**src/rtl/pg_pkg.sv**
```systemverilog
// Shared state encoding and sizing helper for the port gasket per-port reset sequencer.
package pg_pkg;

    typedef enum logic [2:0] {
        IDLE,
        DRAIN,
        ASSERT,
        HOLD,
        WAIT_REL
    } t_port_rst_state;

    // Counter must hold the larger of the hold length and the drain timeout.
    function automatic int cnt_width(input int hold_cycles, input int drain_timeout);
        int max_cnt;
        max_cnt = (hold_cycles > drain_timeout) ? hold_cycles : drain_timeout;
        return $clog2(max_cnt + 1);
    endfunction

endpackage

```
**src/rtl/pg_port_rst_ch.sv**
```systemverilog
// One port's reset sequencer: drain with timeout, timed reset hold, optional
// soft-reset extension, and FLR completion acknowledge.
module pg_port_rst_ch #(
    parameter int HOLD_CYCLES   = 16,
    parameter int DRAIN_TIMEOUT = 4096
) (
    input  logic clk,
    input  logic reset,
    input  logic i_pr_reset,
    input  logic i_flr_req,
    input  logic i_soft_rst_req,
    input  logic i_drain_done,
    input  logic i_err_clr,
    output logic o_port_rst_n,
    output logic o_drain_req,
    output logic o_flr_done,
    output logic o_busy,
    output logic o_timeout_err
);
    import pg_pkg::*;

    localparam int CNT_W = cnt_width(HOLD_CYCLES, DRAIN_TIMEOUT);
    localparam logic [CNT_W-1:0] HOLD_INIT   = CNT_W'(HOLD_CYCLES - 1);
    localparam logic [CNT_W-1:0] HOLD_RELOAD = CNT_W'(HOLD_CYCLES - 2);
    localparam logic [CNT_W-1:0] DRAIN_LOAD  = CNT_W'(DRAIN_TIMEOUT - 1);
    localparam logic [CNT_W-1:0] CNT_ONE     = CNT_W'(1);

    t_port_rst_state state, state_nxt;
    logic [CNT_W-1:0] cnt, cnt_nxt;
    logic flr_pend, flr_pend_nxt;
    logic flr_done_nxt;
    logic timeout_set;
    logic port_rst_n_nxt, drain_req_nxt, busy_nxt, timeout_err_nxt;

    always_ff @(posedge clk) begin
        if (reset) begin
            state         <= HOLD;
            cnt           <= HOLD_INIT;
            flr_pend      <= 1'b0;
            o_port_rst_n  <= 1'b0;
            o_drain_req   <= 1'b0;
            o_flr_done    <= 1'b0;
            o_busy        <= 1'b1;
            o_timeout_err <= 1'b0;
        end else begin
            state         <= state_nxt;
            cnt           <= cnt_nxt;
            flr_pend      <= flr_pend_nxt;
            o_port_rst_n  <= port_rst_n_nxt;
            o_drain_req   <= drain_req_nxt;
            o_flr_done    <= flr_done_nxt;
            o_busy        <= busy_nxt;
            o_timeout_err <= timeout_err_nxt;
        end
    end

    // A pulse arriving on the release edge belongs to the next sequence, so the
    // pending flag is reloaded from it while the old pending flag is acknowledged.
    always_comb begin
        state_nxt    = state;
        cnt_nxt      = cnt;
        flr_pend_nxt = flr_pend | i_flr_req;
        flr_done_nxt = 1'b0;
        timeout_set  = 1'b0;

        if (i_pr_reset) begin
            state_nxt = HOLD;
            cnt_nxt   = HOLD_RELOAD;
        end else begin
            case (state)
                IDLE: begin
                    if (i_flr_req || i_soft_rst_req || flr_pend) begin
                        state_nxt = DRAIN;
                        cnt_nxt   = DRAIN_LOAD;
                    end
                end
                DRAIN: begin
                    if (i_drain_done) begin
                        state_nxt = ASSERT;
                    end else if (cnt == '0) begin
                        state_nxt   = ASSERT;
                        timeout_set = 1'b1;
                    end else begin
                        cnt_nxt = cnt - CNT_ONE;
                    end
                end
                ASSERT: begin
                    state_nxt = HOLD;
                    cnt_nxt   = HOLD_RELOAD;
                end
                HOLD: begin
                    if (cnt != '0) begin
                        cnt_nxt = cnt - CNT_ONE;
                    end else if (i_soft_rst_req) begin
                        state_nxt = WAIT_REL;
                    end else begin
                        state_nxt    = IDLE;
                        flr_done_nxt = flr_pend;
                        flr_pend_nxt = i_flr_req;
                    end
                end
                WAIT_REL: begin
                    if (!i_soft_rst_req) begin
                        state_nxt    = IDLE;
                        flr_done_nxt = flr_pend;
                        flr_pend_nxt = i_flr_req;
                    end
                end
                default: begin
                    state_nxt = IDLE;
                end
            endcase
        end

        port_rst_n_nxt  = (state_nxt == IDLE) || (state_nxt == DRAIN);
        drain_req_nxt   = (state_nxt == DRAIN);
        busy_nxt        = (state_nxt != IDLE);
        timeout_err_nxt = timeout_set | (o_timeout_err & ~i_err_clr);
    end

endmodule

```
**src/rtl/pg_port_rst_seq.sv**
```systemverilog
// Per-port reset sequencer for the port gasket: one independent channel per
// PCIe port, sharing only the global PR reset.
module pg_port_rst_seq #(
    parameter int NUM_PORTS     = 4,
    parameter int HOLD_CYCLES   = 16,
    parameter int DRAIN_TIMEOUT = 4096
) (
    input  logic                 clk,
    input  logic                 reset,
    input  logic                 i_pr_reset,
    input  logic [NUM_PORTS-1:0] i_flr_req,
    input  logic [NUM_PORTS-1:0] i_soft_rst_req,
    input  logic [NUM_PORTS-1:0] i_drain_done,
    input  logic [NUM_PORTS-1:0] i_err_clr,
    output logic [NUM_PORTS-1:0] o_port_rst_n,
    output logic [NUM_PORTS-1:0] o_drain_req,
    output logic [NUM_PORTS-1:0] o_flr_done,
    output logic [NUM_PORTS-1:0] o_busy,
    output logic [NUM_PORTS-1:0] o_timeout_err
);
    import pg_pkg::*;

    for (genvar p = 0; p < NUM_PORTS; p++) begin : g_port
        pg_port_rst_ch #(
            .HOLD_CYCLES  (HOLD_CYCLES),
            .DRAIN_TIMEOUT(DRAIN_TIMEOUT)
        ) u_ch (
            .clk           (clk),
            .reset         (reset),
            .i_pr_reset    (i_pr_reset),
            .i_flr_req     (i_flr_req[p]),
            .i_soft_rst_req(i_soft_rst_req[p]),
            .i_drain_done  (i_drain_done[p]),
            .i_err_clr     (i_err_clr[p]),
            .o_port_rst_n  (o_port_rst_n[p]),
            .o_drain_req   (o_drain_req[p]),
            .o_flr_done    (o_flr_done[p]),
            .o_busy        (o_busy[p]),
            .o_timeout_err (o_timeout_err[p])
        );
    end

endmodule

```
**config.mk**
```make
export PLATFORM = sky130hd
export DESIGN_NAME = pg_port_rst_seq
export DESIGN_NICKNAME = d
export VERILOG_FILES = /design/src/rtl/pg_pkg.sv /design/src/rtl/pg_port_rst_ch.sv /design/src/rtl/pg_port_rst_seq.sv
export SDC_FILE = /design/constraint.sdc
export NUM_CORES = 1
export LEC_CHECK = 0
export ABC_CLOCK_PERIOD_IN_PS = 2200
export CORE_ASPECT_RATIO = 0.6
export CORE_MARGIN = 3
export CORE_UTILIZATION = 53
export CTS_BUF_LIST = sky130_fd_sc_hd__clkbuf_4 sky130_fd_sc_hd__clkbuf_8 sky130_fd_sc_hd__clkbuf_16
export DETAILED_ROUTE_END_ITERATION = 16
export PLACE_DENSITY = 0.75
export REMOVE_ABC_BUFFERS = 1
export SYNTH_ARGS = -nofsm -noshare
export SYNTH_HDL_FRONTEND = slang
export SYNTH_HIERARCHICAL = 1
export SYNTH_SLANG_ARGS = --single-unit
```
**constraint.sdc**
```tcl
create_clock -name clk -period 2.2 [get_ports clk]
set_input_delay 0.44 -clock clk [delete_from_list [all_inputs] [get_ports clk]]
set_output_delay 0.44 -clock clk [all_outputs]
set_load 0.02 [all_outputs]
```
==> run summary, run 1 <==
Crit path arrival time -> 2370 ps
Boundary Pins -> 39
Final setup viols -> 0
DRT iter0 DRCs -> 487
Mapped Cells -> 563
Vias in the first global route -> 4579
First drt pass iteration count -> 5
GPL Wtd Cong -> 0.912
Synth area leaders -> dfxtp_1 (37%), a21oi_1 (5.3%), nor3_1 (4.0%), nor2_1 (3.7%), nand2_1 (3.3%)
Largest net degree at the start of global routing -> 25
WHS Path Cells -> 2
R2r startpoint -> g_port[2].u_ch/cnt[1]
Cts bufs inserted -> 9
Die W -> 128 um
Unique masters post-synth -> 65
Input/output buffers -> 38
Clk slew on worst S/H paths -> 60 ps
Initial core utilization -> 57.2%
Initial antenna violation count -> 0
Final worst slack -> 54.9 ps
Worst endpoint required time -> 2420 ps
Number of flops mapped to enable cells by yosys -> 0
H-tree levels -> 3
CTS max path bufs -> 2
Floorplan row count -> 25
Register area share after synthesis -> 37.5%
Synthesis warning total -> 6
Hold Vio Cnt, Final -> 0
Top cells by count, synth -> dfxtp_1 (88), a21oi_1 (50), nor2_1 (46)
Status -> finished clean
Rel. slew slack -> 60.7%
# Max-Cap Violations -> 0
FMAX -> 466 MHz
Global-route wire length before repair -> 22000 um
Setup crit start -> g_port[2].u_ch/cnt[1]
Die ar. -> 10100 um2
Worst slew pin tran -> 585 ps
Leading area contributor after synthesis -> dfxtp_1
Clock sink count -> 88
Hold EP -> g_port[1].u_ch/o_timeout_err
Layout cells sized above 1 -> 22.4%
CP max FO -> 7
HP Start -> g_port[1].u_ch/o_timeout_err
Worst skew pair latency -> 340 ps
Crit start category -> register
Post-route ant nets -> 0
Most frequently used flop master after synthesis -> dfxtp_1
Reg2Reg Setup Slack -> 50 ps
Minimum clock period -> 2150 ps
Crit. End Element -> register
Post-synthesis instance area -> 4700 um2
Count leader, synth -> dfxtp_1
Worst vdd ir -> 357 uV
Top-area cell type share of the netlist area -> 37.5%
Routed WL -> 13600 um
Pre-CTS setup slack -> -246 ps
Reg2reg path depth -> 7
Clk_skew -> 5.72 ps
CTS hold repair buffers -> 0
Placed Cells -> 756
WL/cell -> 17.4 um
Via count -> 4902
Worst r2r dst -> g_port[2].u_ch/cnt[3]
Core area -> 8230 um2
CTS tree -> built
Leakage power -> 2.45 nW
Yosys reg bits -> 88
Asr flop ratio synth -> 0%
Vias/cell -> 6.28
P&R area growth vs syn -> 28.9%
Setup Crit Path Kind -> reg2reg
Total track usage -> 26.8%
Overflow after GRT -> 0
Nets -> 692
Slew Limit Fails -> 0
Worst min path class -> reg2reg
Layout Cells excl Fill -> 781
Die Ht -> 79.0 um
Ant. Diodes -> 0
Final worst-path cycle share -> 97.5%
Hpwl dp -> 9240 um
DRC viols -> 0
Pwr/cell area -> 560 nW/um2
Root buffer cell -> clkbuf_16
Mean Syn Cell Area -> 8.35 um2
## cell type report
type,count,area [um2]
multi-input cells,424,2770
flip-flops and latches,88,1760
inverters,29,109
repair buffers,116,978
well taps,108,135
fillers,606,2160
clock buffers,13,268
clock inverters,3,40.0
## per-stage QoR
stage	power (W)	hold WS [ps]	util (%)	cell area [um2]	TNS (ps)
2_1_floorplan	0.00173	426	-	4570	0
3_3_place_gp	0.00183	438	68.2	5610	-1400
3_5_place_dp	0.00184	444	68.2	5610	-2260
4_1_cts	0.00341	453	72.7	5980	0
5_1_grt	0.00352	503	73.7	6060	-18.6
6_report	0.00340	471	73.7	6060	0
## registers in the layout (all words and copies together) (netlist names)
register,count
g_port.u_ch/flr_pend,4
g_port.u_ch/cnt,52
g_port.u_ch/o_flr_done,4
g_port.u_ch/o_port_rst_n,4
g_port.u_ch/o_busy,4
g_port.u_ch/o_drain_req,4
g_port.u_ch/state,12
g_port.u_ch/o_timeout_err,4
## report_power, final
group          internal (W)  switching, W
Clock              0.000964      0.000619
Combinational     0.0000939     0.0000978
Sequential          0.00161     0.0000110
Total               0.00267      0.000727
## critical path, cell delays in order (launching register included)
cell and delay (ps):
dfxtp_2 320, inv_1 50, ha_2 180, or3b_4 390
or4_4 520, o211a_4 200, a211o_1 260, o31a_1 110
## worst max-delay path by stage
| stage | end | slack [ps] | cells past startpoint |
|---|---|---|---|
| floorplan | g_port[0].u_ch/cnt[3] | 10 | 7 |
| global placement | g_port[0].u_ch/cnt[3] | -170 | 6 |
| detailed placement | g_port[0].u_ch/cnt[4] | -250 | 7 |
| CTS | g_port[2].u_ch/cnt[6] | 1 | 8 |
| global route | g_port[0].u_ch/cnt[4] | -20 | 8 |
| finish | g_port[2].u_ch/cnt[3] | 50 | 7 |
## cell usage in the layout (no fill, tap or decap), types with 4 or more instances in the layout
cell,count
o211ai_1,4
clkdlybuf4s50_1,38
and3_1,7
nand3_1,12
dfxtp_1,87
or4_4,7
or3_1,8
or4_1,13
o21ai_1,7
or2_2,7
nand2_1,41
inv_1,28
clkbuf_16,9
o21ai_0,26
nor4_1,13
a2111oi_2,5
nor3_1,38
a21o_1,4
nor2_1,46
a211o_1,5
a31oi_1,8
a21oi_1,48
o31a_1,4
buf_4,77
nor2b_1,5
a211oi_1,19
o221a_2,6
nand2b_1,17
o31ai_1,6
## logic make-up after synthesis
group | Yosys count | synth area share (%)
buf+inv | 51 | 5.19
flops | 88 | 37.5
xor+xnor | 2 | 0.373
mux | 1 | 0.239
simple gates | 248 | 30.2
fa+ha+maj | 5 | 1.33
compound gates | 168 | 25.2
## routing by layer
layer	wire length, um	track usage (%)
met5	0	0
met4	209	8.16
met3	929	6.59
met2	6030	41.2
met1	6410	37.2
## repair_timing
item                                    CTS  global route
resized for setup                         7            14
setup buffers                             4             5
endpoints found under the setup margin   17            42
pin swaps                                 2             7
(Power assumes the default switching activity.)
==> run 2: changes to the inputs <==
--- a/config.mk
+++ b/config.mk
@@ -11,6 +11,8 @@
 export CORE_UTILIZATION = 53
 export CTS_BUF_LIST = sky130_fd_sc_hd__clkbuf_4 sky130_fd_sc_hd__clkbuf_8 sky130_fd_sc_hd__clkbuf_16
 export DETAILED_ROUTE_END_ITERATION = 16
+export GPL_ROUTABILITY_DRIVEN = 1
+export HOLD_SLACK_MARGIN = 0.08
 export PLACE_DENSITY = 0.75
 export REMOVE_ABC_BUFFERS = 1
 export SYNTH_ARGS = -nofsm -noshare
==> results of run 2 <==
Same layout as run 1: the final DEF is identical, and so are final timing and power.
==> edit 1: new RTL, settings of run 2 <==
`HOLD_CYCLES` is set to 16 in 2 places; all go to 8.
--- a/src/rtl/pg_port_rst_ch.sv
+++ b/src/rtl/pg_port_rst_ch.sv
@@ -3,3 +3,3 @@
 module pg_port_rst_ch #(
-    parameter int HOLD_CYCLES   = 16,
+    parameter int HOLD_CYCLES   = 8,
     parameter int DRAIN_TIMEOUT = 4096
--- a/src/rtl/pg_port_rst_seq.sv
+++ b/src/rtl/pg_port_rst_seq.sv
@@ -4,3 +4,3 @@
     parameter int NUM_PORTS     = 4,
-    parameter int HOLD_CYCLES   = 16,
+    parameter int HOLD_CYCLES   = 8,
     parameter int DRAIN_TIMEOUT = 4096
Function: changed (Yosys sat finds a counterexample within 10 cycles, from zero or initial values and one cycle with reset high).
==> edit 1 against run 2 <==
Non-clock buffer count decreased by 30; total power decreased by 4.7%; sequential power about the same; maximum frequency increased by 1.9%; synthesized cell count decreased by 2.3%; sequential share of layout area increased by 0.86 points; setup slack improved by 0.039 ns; synthesized area increased by 1.8%; sequential cell count unchanged; routed wire length decreased by 5.5%; final area decreased by 2.9%; critical path type unchanged.
==> edit 1: results (changes against run 2) <==
first-pass GRT wire length=21300 um (-3.0%); Clock transition at path regs=0.06 ns (about the same); setup bufs post-CTS=0 (-4); slowest library cell on the worst path=or4b_4; Total GRT Usage=25.3% (-1.4 points); Critical Path Source=g_port[0].u_ch/cnt[1]; routability congestion estimate=0.889 (-2.5%); grt ovf=0 (unchanged); synth top area cells=dfxtp_1 37%, a21oi_1 6.0%, o221a_2 4.9%; Yosys warnings=6 (unchanged); Max clock buf depth=2 (unchanged); initial antenna violation count=0 (unchanged); CP top delay family=simple AND/OR/NAND/NOR gates; sequential area share after synthesis=36.8% (-0.66 points); commonest cells in the netlist=88 x dfxtp_1, 57 x a21oi_1, 41 x nor2_1, 39 x nand2_1, 33 x inv_1; vias in the first global route=4360 (-4.8%); clk_lat worst skew=0.34 ns (about the same); area of placed instances=0.00556 sq mm (-0.91%); CTS resizes=0 (-7); Post-DP HPWL=9220 um (-0.21%); routed wire length=12800 um (-5.5%); Async S/R FF share, synth=0% (unchanged); Final #Nets=645 (-6.8%); clk_skew=0.00577 ns (+0.0000436 ns); crit-path max cell delay=0.47 ns (-0.05 ns); via count=4733 (-3.4%); VDD IR max=0.342 mV (-4.2%); pin count of the biggest net entering global routing=26 (+4.0%); share of layout cells above drive strength 1=20.4% (-2.0 points); run status=completed; worst-margin pin slew=0.695 ns (+0.110 ns); Leakage=2.29 nW (-6.7%); DR iter-0 viols=518 (+6.4%); Inserted Diodes=0 (unchanged); Hold Path Origin=g_port[2].u_ch/o_timeout_err; Worst EP arrival=2.33 ns (-0.04 ns); Peak Freq=475 MHz (+1.9%); critical path peak fanout=9 (+2); Yosys cell types=81 (+25%); min-delay worst type=register to register; drt first pass iters=5 (unchanged)
edit 1: cell types whose count changed after synthesis, moves of 8 or more:
cell      before  now
o221a_2        6   21
a211oi_1      19    2
or4_1         13    1
o21ai_0       30   10
nand2b_1      17    9
edit 1: final cells by class:
class,instances,area [sq um]
fill,697,2770
clock buffer,12,254
sequential,88,1760
tap,112,140
clock inverter,4,20.0
timing repair buffer,86,782
inverter,35,131
multi-input combinational,401,2800
edit 1: final timing paths:
path / to / slack (ns) / cells past startpoint
worst max-delay path: g_port[0].u_ch/cnt[2] / 0.09 / 7
worst min-delay path: g_port[2].u_ch/o_timeout_err / 0.46 / 2
worst max register to register: g_port[0].u_ch/cnt[2] / 0.09 / 7
worst min register to register: g_port[2].u_ch/o_timeout_err / 0.46 / 2
edit 1: cell families (layout without fill, tap and decap cells):
kind of cell	after synthesis	in the layout	share of synthesized area (%)
AOI/OAI and AO/OA	172	172	27.1
xor gates and xnor gates	3	3	0.549
muxes	3	3	0.653
adders and majority gates	5	5	1.31
DFF	88	88	36.8
buffers and inverters	61	137	5.72
and+or+nand+nor	218	218	27.8
edit 1: layer usage:
metal	vias to the layer above	share of wire (%)	routed length (um)	GRT usage (%)
li1	2218	-	-	-
met1	2251	47	5970	35.7
met2	239	44	5640	39.1
met3	25	8.3	1060	6.35
met4	0	1.2	153	5.45
met5	-	0	0	0
edit 1: metrics by stage:
stage	std cells	setup WS, ns	setup TNS [ns]	hold slack (ns)
finish	738	0.0943	0	0.456
global route	738	0.00488	0	0.482
CTS	738	0.0441	0	0.461
detailed placement	722	-0.0316	-0.0610	0.449
global placement	722	0.0136	0	0.436
floorplan	524	0.0929	0	0.427
edit 1: where the power goes:
part	switching, mW	total (mW)	internal [mW]	leakage [nW]
clock	0.608	1.42	0.814	0.143
sequential	0.0136	1.62	1.61	0.713
combinational	0.0973	0.190	0.0923	1.43
total	0.719	3.23	2.52	2.29
edit 1: worst reg2reg max path: cells and delay by family, from the launching register on:
kind	cells	cell delay, ns
AND/OR/NAND/NOR	2	0.71
AO/OA/AOI/OAI	2	0.52
buffers and inverters	2	0.27
flip-flops	1	0.34
adder cells (fa/ha/maj)	1	0.15
==> edit 2: new RTL, flow settings as in run 2 <==
Made on the original files. The 5 states of `t_port_rst_state` get a one-hot encoding in 5 bits.
--- a/src/rtl/pg_pkg.sv
+++ b/src/rtl/pg_pkg.sv
@@ -3,8 +3,8 @@
 
-    typedef enum logic [2:0] {
-        IDLE,
-        DRAIN,
-        ASSERT,
-        HOLD,
-        WAIT_REL
+    typedef enum logic [4:0] {
+        IDLE     = 5'b00001,
+        DRAIN    = 5'b00010,
+        ASSERT   = 5'b00100,
+        HOLD     = 5'b01000,
+        WAIT_REL = 5'b10000
     } t_port_rst_state;
Behaviour: same outputs for any inputs over 10 cycles, from zero or initial values and one cycle with reset high; not proved beyond that.
==> edit 2 against run 2 <==
Total power is 13% higher; sequential cell count increased by 8; final area is 17% higher; routed wire length up 23%; critical endpoint is now g_port[3].u_ch/cnt[1]; synthesized area increased by 24%; final cell count rose by 20%; maximum frequency rose by 2.1%; setup slack improved by 0.044 ns; combinational power rose by 4%; clock power up 18%.
==> edit 2: results (changes against run 2) <==
run status=completed; sequential area share after synthesis=33.0% (-4.4 points); first-pass GRT wire length=27500 um (+25%); Final #Nets=822 (+19%); via/cell ratio=6.33 (+0.91%); filler instances=816 (+35%); clock-cell share of area=4.98% (-0.097 points); DR iter-0 viols=770 (+58%); Yosys cell types=80 (+23%); clock share of power=48.6% (+2.0 points); area of placed instances=0.00671 sq mm (+20%); utilization after layout=69.3% (-4.4 points); internal power=3.00 mW (+12%); area of the multi-input gates=0.00347 sq mm (+25%); Non-Filler Instances=938 (+20%); routed wire length=16600 um (+23%); proportion of cell area occupied by registers=27.0% (-2.1 points); Peak Freq=476 MHz (+2.1%); Signal buf overhead=14.7% (-1.4 points); pin count of the biggest net entering global routing=19 (-24%); clk_skew=0.00854 ns (+0.00281 ns); Worst EP arrival=2.32 ns (-0.05 ns); logic gate share of total power=5.2% (-0.4 points); Multi-input comb cells=529 (+25%); Leakage=2.96 nW (+21%); dpl ws=-0.250 ns (-0.00397 ns); worst-margin pin slew=0.535 ns (-0.0504 ns); reg2reg start=g_port[3].u_ch/state[0]; Switching Power=0.830 mW (+14%); synth top area cells=dfxtp_1 33%, nor2_1 4.3%, a21oi_1 4.0%; vias in the first global route=5579 (+22%); Clock transition at path regs=~0.07 ns; Reg2Reg Setup Slack=0.1 ns (+0.04 ns); Plain + repair buffers=122 (+5.2%); commonest cells in the netlist=96 x dfxtp_1, 67 x nor2_1, 47 x a21oi_1, 40 x inv_1, 38 x nand2_1; Post-DP HPWL=11900 um (+28%); Setup crit end=g_port[3].u_ch/cnt[1]; invs w/o clock=40 (+38%); Largest regs=g_port.u_ch/cnt x52, g_port.u_ch/state x20; routability congestion estimate=0.944 (+3.5%); share of layout cells above drive strength 1=20.2% (-2.3 points); Seq cells=96 (+9.1%); CLK BUF=10 (-3)
[edit 2: cell count changes after synthesis, moves of 12 or more]
cell and change:
nor2_1 +21, nand3_1 +14, a31oi_1 +13, buf_2 +12, inv_1 +12, o211ai_1 +12
[edit 2: worst min path at each step]
stage,start,endpoint,slack (ns),cells past startpoint
after floorplan,g_port[1].u_ch/cnt[12],g_port[1].u_ch/cnt[12],0.41,2
after global placement,g_port[1].u_ch/cnt[12],g_port[1].u_ch/cnt[12],0.42,2
after detailed placement,g_port[2].u_ch/cnt[12],g_port[2].u_ch/cnt[12],0.43,2
after CTS,g_port[2].u_ch/cnt[12],g_port[2].u_ch/cnt[12],0.44,2
after global routing,g_port[2].u_ch/cnt[12],g_port[2].u_ch/cnt[12],0.46,2
final,g_port[2].u_ch/cnt[12],g_port[2].u_ch/cnt[12],0.43,2
[edit 2: layer usage]
| metal | up-vias | track usage (%) | part of all wire [%] |
|---|---|---|---|
| met4 | 0 | 7.65 | 1.5 |
| met5 | - | 0 | 0 |
| met2 | 295 | 42.3 | 45 |
| met1 | 2772 | 37.8 | 46 |
| met3 | 26 | 6.03 | 8.0 |
| li1 | 2848 | - | - |
[edit 2: critical path, cell delays in order (launching register included)]
cell     delay (ns)
dfxtp_1        0.48
or4b_4         0.53
or2_4          0.28
a31oi_4        0.20
buf_12         0.15
and2_4         0.19
a41oi_1        0.13
[edit 2: kinds of logic after synthesis]
group,after synthesis,share of synthesized area [%]
AO/OA/AOI/OAI,227,28.2
AND/OR/NAND/NOR,284,28.0
flip-flops,96,33.0
adder cells (fa/ha/maj),7,1.46
XOR/XNOR,11,1.66
buffers and inverters,82,7.64
[edit 2: timing repair]
action	4_1_cts	5_1_grt
buffers inserted	0	2
gates resized for setup	0	4
setup endpoints to repair	0	21
